File: config.mk
export PLATFORM = sky130hd
export DESIGN_NAME = sipo_frame_ctrl
export DESIGN_NICKNAME = d
export VERILOG_FILES = /design/src/rtl/sipo_pkg.sv /design/src/rtl/sipo_shift.sv /design/src/rtl/sipo_frame_ctrl.sv
export SDC_FILE = /design/constraint.sdc
export NUM_CORES = 1
export LEC_CHECK = 0
export BUFFER_PORTS_ARGS = -buffer_cell sky130_fd_sc_hd__buf_2
export CORE_MARGIN = 2
export CORE_UTILIZATION = 51
export CTS_BUF_LIST = sky130_fd_sc_hd__clkbuf_8 sky130_fd_sc_hd__clkbuf_16
export DETAILED_ROUTE_END_ITERATION = 8
export PLACE_DENSITY = 0.78
export SLEW_MARGIN = 20
export SYNTH_ARGS = -nofsm -noshare
export SYNTH_HDL_FRONTEND = slang
export SYNTH_SLANG_ARGS = --single-unit
File: constraint.sdc
create_clock -name clk -period 1.5 [get_ports clk]
set_input_delay 0.3 -clock clk [delete_from_list [all_inputs] [get_ports clk]]
set_output_delay 0.3 -clock clk [all_outputs]
set_load 0.03 [all_outputs]
File: src/rtl/sipo_pkg.sv
// Shared types for the serial-in parallel-out frame receiver.
package sipo_pkg;
    typedef enum logic [1:0] {
        IDLE,
        DATA,
        STOP
    } state_t;

    localparam int WIDTH_DEF = 4;
endpackage

File: src/rtl/sipo_shift.sv
// WIDTH-bit MSB-first shift register with parallel output.
module sipo_shift #(
    parameter int WIDTH = 4
) (
    input  logic             clk,
    input  logic             rst,
    input  logic             shift,
    input  logic             din,
    output logic [WIDTH-1:0] q
);
    always_ff @(posedge clk or posedge rst) begin
        if (rst) begin
            q <= '0;
        end else if (shift) begin
            q <= {q[WIDTH-2:0], din};
        end
    end
endmodule

File: src/rtl/sipo_frame_ctrl.sv
// Framed serial receiver: start/data/stop decode with a one-word output buffer.
module sipo_frame_ctrl
    import sipo_pkg::*;
#(
    parameter int WIDTH = WIDTH_DEF
) (
    input  logic             clk,
    input  logic             rst,
    input  logic             en,
    input  logic             si,
    output logic [WIDTH-1:0] dout,
    output logic             valid,
    input  logic             ready,
    output logic             busy,
    output logic             frame_err,
    output logic             overrun
);
    localparam int CW = $clog2(WIDTH + 1);

    state_t          state;
    logic [CW-1:0]   cnt;
    logic [WIDTH-1:0] sr;
    logic            shift;

    assign shift = en && (state == DATA);
    assign busy  = (state != IDLE);

    sipo_shift #(.WIDTH(WIDTH)) u_shift (
        .clk   (clk),
        .rst   (rst),
        .shift (shift),
        .din   (si),
        .q     (sr)
    );

    always_ff @(posedge clk or posedge rst) begin
        if (rst) begin
            state     <= IDLE;
            cnt       <= '0;
            dout      <= '0;
            valid     <= 1'b0;
            frame_err <= 1'b0;
            overrun   <= 1'b0;
        end else begin
            frame_err <= 1'b0;
            overrun   <= 1'b0;
            if (valid && ready) begin
                valid <= 1'b0;
            end
            if (en) begin
                unique case (state)
                    IDLE: begin
                        if (!si) begin
                            state <= DATA;
                            cnt   <= '0;
                        end
                    end
                    DATA: begin
                        cnt <= cnt + 1'b1;
                        if (cnt == CW'(WIDTH - 1)) begin
                            state <= STOP;
                        end
                    end
                    STOP: begin
                        state <= IDLE;
                        if (!si) begin
                            frame_err <= 1'b1;
                        end else if (!valid || ready) begin
                            // Buffer is free or drained on this same edge
                            dout  <= sr;
                            valid <= 1'b1;
                        end else begin
                            overrun <= 1'b1;
                        end
                    end
                    default: state <= IDLE;
                endcase
            end
        end
    end
endmodule

; ---- Yosys cells after proc, flatten, opt, wreduce, memory -nomap -nowiden
; Cells that the tools add are included.
[totals]
register_bits = 16
wordCells = 40
output_inout_bits = 8
input_bits = 5
[classes]
muxes = 17
reduce_logical = 10
eq_ne = 5
addsub = 1
[ops]
columns = operator, n
row1 = $mux W1, 12
row2 = $pmux W3 S2, 1
row3 = $reduce_and A3 Y1, 2
row4 = $mux W2, 2
row5 = $pmux W2 S2, 1
row6 = $reduce_and A4 Y1, 1
row7 = $reduce_bool A2 Y1, 2
row8 = $add A3 B1 Y3 const B, 1
row9 = $eq A3 B2 Y1 const B, 1
row10 = $mux W3, 1
row11 = $eq A2 B1 Y1 const B, 1
row12 = $eq A2 B2 Y1 const B, 1
row13 = $logic_and A1 B1 Y1, 2
row14 = $logic_not A2 Y1, 1
row15 = $ne A2 B1 Y1 const B, 1
row16 = $ne A2 B2 Y1 const B, 1
row17 = $logic_not A1 Y1, 1
row18 = $logic_or A1 B1 Y1, 1

; ---- Depth between registers and ports, before layout
[depth]
depth_word = 6
ltp_mapped = 4
depth_no_buf = 4

; ---- Hierarchy
; From an unflattened synthesis, not the netlist that was laid out.
[hier_totals]
hier_cells = 50
hier_area_um2 = 689.4
[modules_own_cells]
columns = module, instances, area_per_inst_um2, cells_each, seq_area_each_um2
row1 = sipo_frame_ctrl, 1, 540.5, 41, 300.3
row2 = sipo_shift, 1, 148.9, 9, 100.1

; ---- Worst setup path after synthesis
; No wires, ideal clock.
[synth_path]
path_kind = reg2reg
startpoint = reg state[0]
endpoint = reg dout[0]
path_stages_with_launch = 4
path_buffers = 0
setup_slack_ns = 0.196
arrival_time_ns = 1.179
synth_period_minus_slack_ns = 1.304
setup_time_ns = 0.125
required_ns = 1.375
path_cell_list = dfrtp_1 > nand4b_2 > nor2b_4 > mux2_4
[synth_via]
elab_chain_len = 2
[synth_lines]
columns = element, line_no
row1 = from (decl), sipo_frame_ctrl.sv:20  ; state_t state;
row2 = from (signal assigned), sipo_frame_ctrl.sv:38  ; state <= IDLE;
row3 = from (signal assigned), sipo_frame_ctrl.sv:54  ; state <= DATA;
row4 = from (signal assigned), sipo_frame_ctrl.sv:61  ; state <= STOP;
row5 = $eq A2 B2 Y1, sipo_frame_ctrl.sv:51  ; unique case (state)
row6 = $reduce_and A4 Y1 (no source line), n/a
row7 = to (signal assigned), sipo_frame_ctrl.sv:70  ; dout <= sr;
row8 = to (decl), sipo_frame_ctrl.sv:11  ; output logic [WIDTH-1:0] dout,
; No other way between the ends.
; A chain may end at the register's enable or synchronous reset.

; ---- Worst setup path after layout
[layout_path]
startpoint = reg state[0]
endpoint = out busy
[layout_via]
elab_chain_len = 1
[layout_lines]
columns = element, line_no
row1 = $reduce_bool A2 Y1, sipo_frame_ctrl.sv:26  ; assign busy = (state != IDLE);
row2 = to (decl), sipo_frame_ctrl.sv:14  ; output logic busy,
; No other way between the ends.

==> impl_metrics.json <==
{
  "yosys.area.top_type": "dfrtp_1",
  "yosysUniqueCellTypes": 20,
  "ctsHoldBuffers": 0,
  "grt_pass1_vias": 401,
  "grt_pass1_wl_um": 1800,
  "clkTransAtPathRegs_ns": 0.06,
  "ys_ff_latch": 16,
  "syn_area_um2": 707,
  "track_usage_pct": 18.1,
  "grt_max_degree": 17,
  "hpwlAfterDp_um": 792,
  "finalSetupViolCount": 0,
  "worst_pin_slew_ns": 0.591,
  "ys_warn_count": 0,
  "p_per_area_mw_per_mm2": 1830,
  "r2r-start": "state[0]",
  "max_stage_delay_ns": 0.39,
  "syn_to_final_growth_pct": 17.3,
  "wire_per_inst_um": 13.7,
  "die-height_um": 41.2,
  "via_per_inst": 5.01,
  "tns_ns": 0,
  "io_buffers": 12,
  "htreeDepth": 1,
  "regArea_um2": 400,
  "drive_gt1_share_pct": 43.8,
  "synth.net_count": 56,
  "final_cell_mix": "16 x dfrtp_1, 11 x buf_2, 7 x mux2_4",
  "core_mm2": 0.00130,
  "chipWidth_um": 41.2,
  "startpoint": "state[0]",
  "finalNetCount": 73,
  "final_common_cell": "dfrtp_1",
  "start_util_pct": 54.3,
  "hp-class": "primary input to async pin",
  "drc": 0,
  "relSlewSlack_pct": 60.6,
  "power.total_mw": 1.52,
  "overflow": 0,
  "slowest_stage": "dfrtp_1",
  "fin_crit_sh_pct": 97.5,
  "fmax_ghz": 0.684,
  "die_area_mm2": 0.00170,
  "ant_nets": 0,
  "antenna_found_initial": 0,
  "cts_root_buf": "clkbuf_8",
  "preCtsSetupSlack_ns": 0.202,
  "yosysSeqAreaShare_pct": 56.6,
  "startpoint_type": "register",
  "synthCells": 49,
  "nFillCells": 105,
  "multiInputGateArea_um2": 280,
  "slew_violations": 0,
  "peakVddDrop_v": 0.000855,
  "via_count": 396,
  "post_cts_buffers": 0,
  "finalClockSkew_ns": 0.00333,
  "maxCapViolations": 0,
  "clock-sinks": 16,
  "period_needed_ns": 1.46,
  "worstPathRequired_ns": 1.20,
  "cts_buffers": 3,
  "hold_viol_final": 0,
  "syn_avg_cell_area_um2": 14.4,
  "rsz0062_at_grt": "no",
  "synth_area_leaders": "dfrtp_1 57%, mux2_4 15%, ha_1 3.5%",
  "antenna_cells": 0,
  "gp_congestion": 0.776,
  "crit_chain": "buf_4 > or2_1 > buf_6",
  "crit_fanout": 7,
  "drtIter0Drc": 14,
  "drt-total-wl_um": 1090,
  "setup_ws_ns": 0.0373,
  "clockBufferDepth": 2,
  "p_leak_nw": 0.434,
  "outcome": "completed",
  "crit_path_end_kind": "primary output",
  "cts_tree": "built",
  "yosysTopAreaCellShare_pct": 56.6,
  "ios": 13,
  "clk_latency_ns": 0.24,
  "cp_data_arrival_time_ns": 1.16,
  "num_rows": 13,
  "firstDrtPassIters": 4,
  "critPathKind": "register to primary output"
}
==> flip-flops by register name (all words and copies together), names as in the netlist <==
name       flops
dout           4
u_shift.q      4
cnt            3
state          2
frame_err      1
overrun        1
valid          1
==> critical path: cells and delay by family (launching register included) <==
kind                   cells  cell delay [ns]
buffers and inverters      2             0.30
AND/OR/NAND/NOR            1             0.23
flip-flops                 1             0.39
==> cell type report <==
| cell class | count | area share (%) |
|---|---|---|
| timing repair buffer | 13 | 8.90 |
| inverter | 4 | 1.81 |
| multi-input combinational | 28 | 33.8 |
| sequential | 16 | 48.3 |
| tap | 15 | 2.26 |
| clock buffer | 3 | 4.98 |
==> Yosys cell counts <==
master     instances
mux2_4             7
nor2_1             2
dfrtp_1           16
mux2_1             1
nand4b_2           1
and2_4             1
o21ai_0            1
nand2_1            2
nand2b_1           1
buf_6              1
nor2b_2            1
nor4b_1            1
o2bb2ai_1          2
o21ai_1            1
or2_1              1
inv_1              4
nor2b_4            1
ha_1               2
mux2_2             1
a22o_1             2
==> logic make-up after synthesis <==
kind of cell | synth area share (%)
adder cells (fa/ha/maj) | 3.54
AO/OA/AOI/OAI | 6.37
AND/OR/NAND/NOR | 11.7
flip-flops | 56.6
multiplexers | 18.1
buffers and inverters | 3.72
==> per-layer routing <==
layer	track usage [%]	up-vias	share of wire, %
met3	6.52	2	6.0
met4	12.1	0	0.74
met5	0	-	0
li1	-	197	-
met1	22.7	187	48
met2	25.8	10	45
==> repair_timing <==
item	in CTS	in global routing
endpoints found under the hold margin	0	0
gates resized for setup	0	3
endpoints found under the setup margin	0	1
==> report_power, final <==
group | leakage [nW] | internal (mW) | switching, mW | total [mW]
Sequential | 0.207 | 0.571 | 0.0964 | 0.668
Clock | 0.0216 | 0.177 | 0.129 | 0.306
Combinational | 0.206 | 0.294 | 0.249 | 0.542
Total | 0.434 | 1.04 | 0.473 | 1.52
==> final timing paths <==
kind	end	slack [ns]	cells past startpoint
max in group asynchronous	dout[3]	1.00	2
max	busy	0.04	3
min in group clk	state[1]	0.30	2
max reg2reg	dout[3]	0.18	3
min	dout[0]	0.11	2
min reg2reg	dout[2]	0.51	1
==> per-stage QoR <==
| stage | utilization (%) | cell area, um2 | std cells | hold slack [ns] |
|---|---|---|---|---|
| after CTS | 63.3 | 823 | 79 | 0.127 |
| after detailed placement | 60.1 | 782 | 76 | 0.391 |
| after floorplan | - | 707 | 49 | 0.214 |
| after global placement | 60.1 | 782 | 76 | 0.381 |
| final | 63.7 | 830 | 79 | 0.114 |
| after global routing | 63.7 | 830 | 79 | 0.173 |
Note: power is estimated with default switching activity, not from simulation.
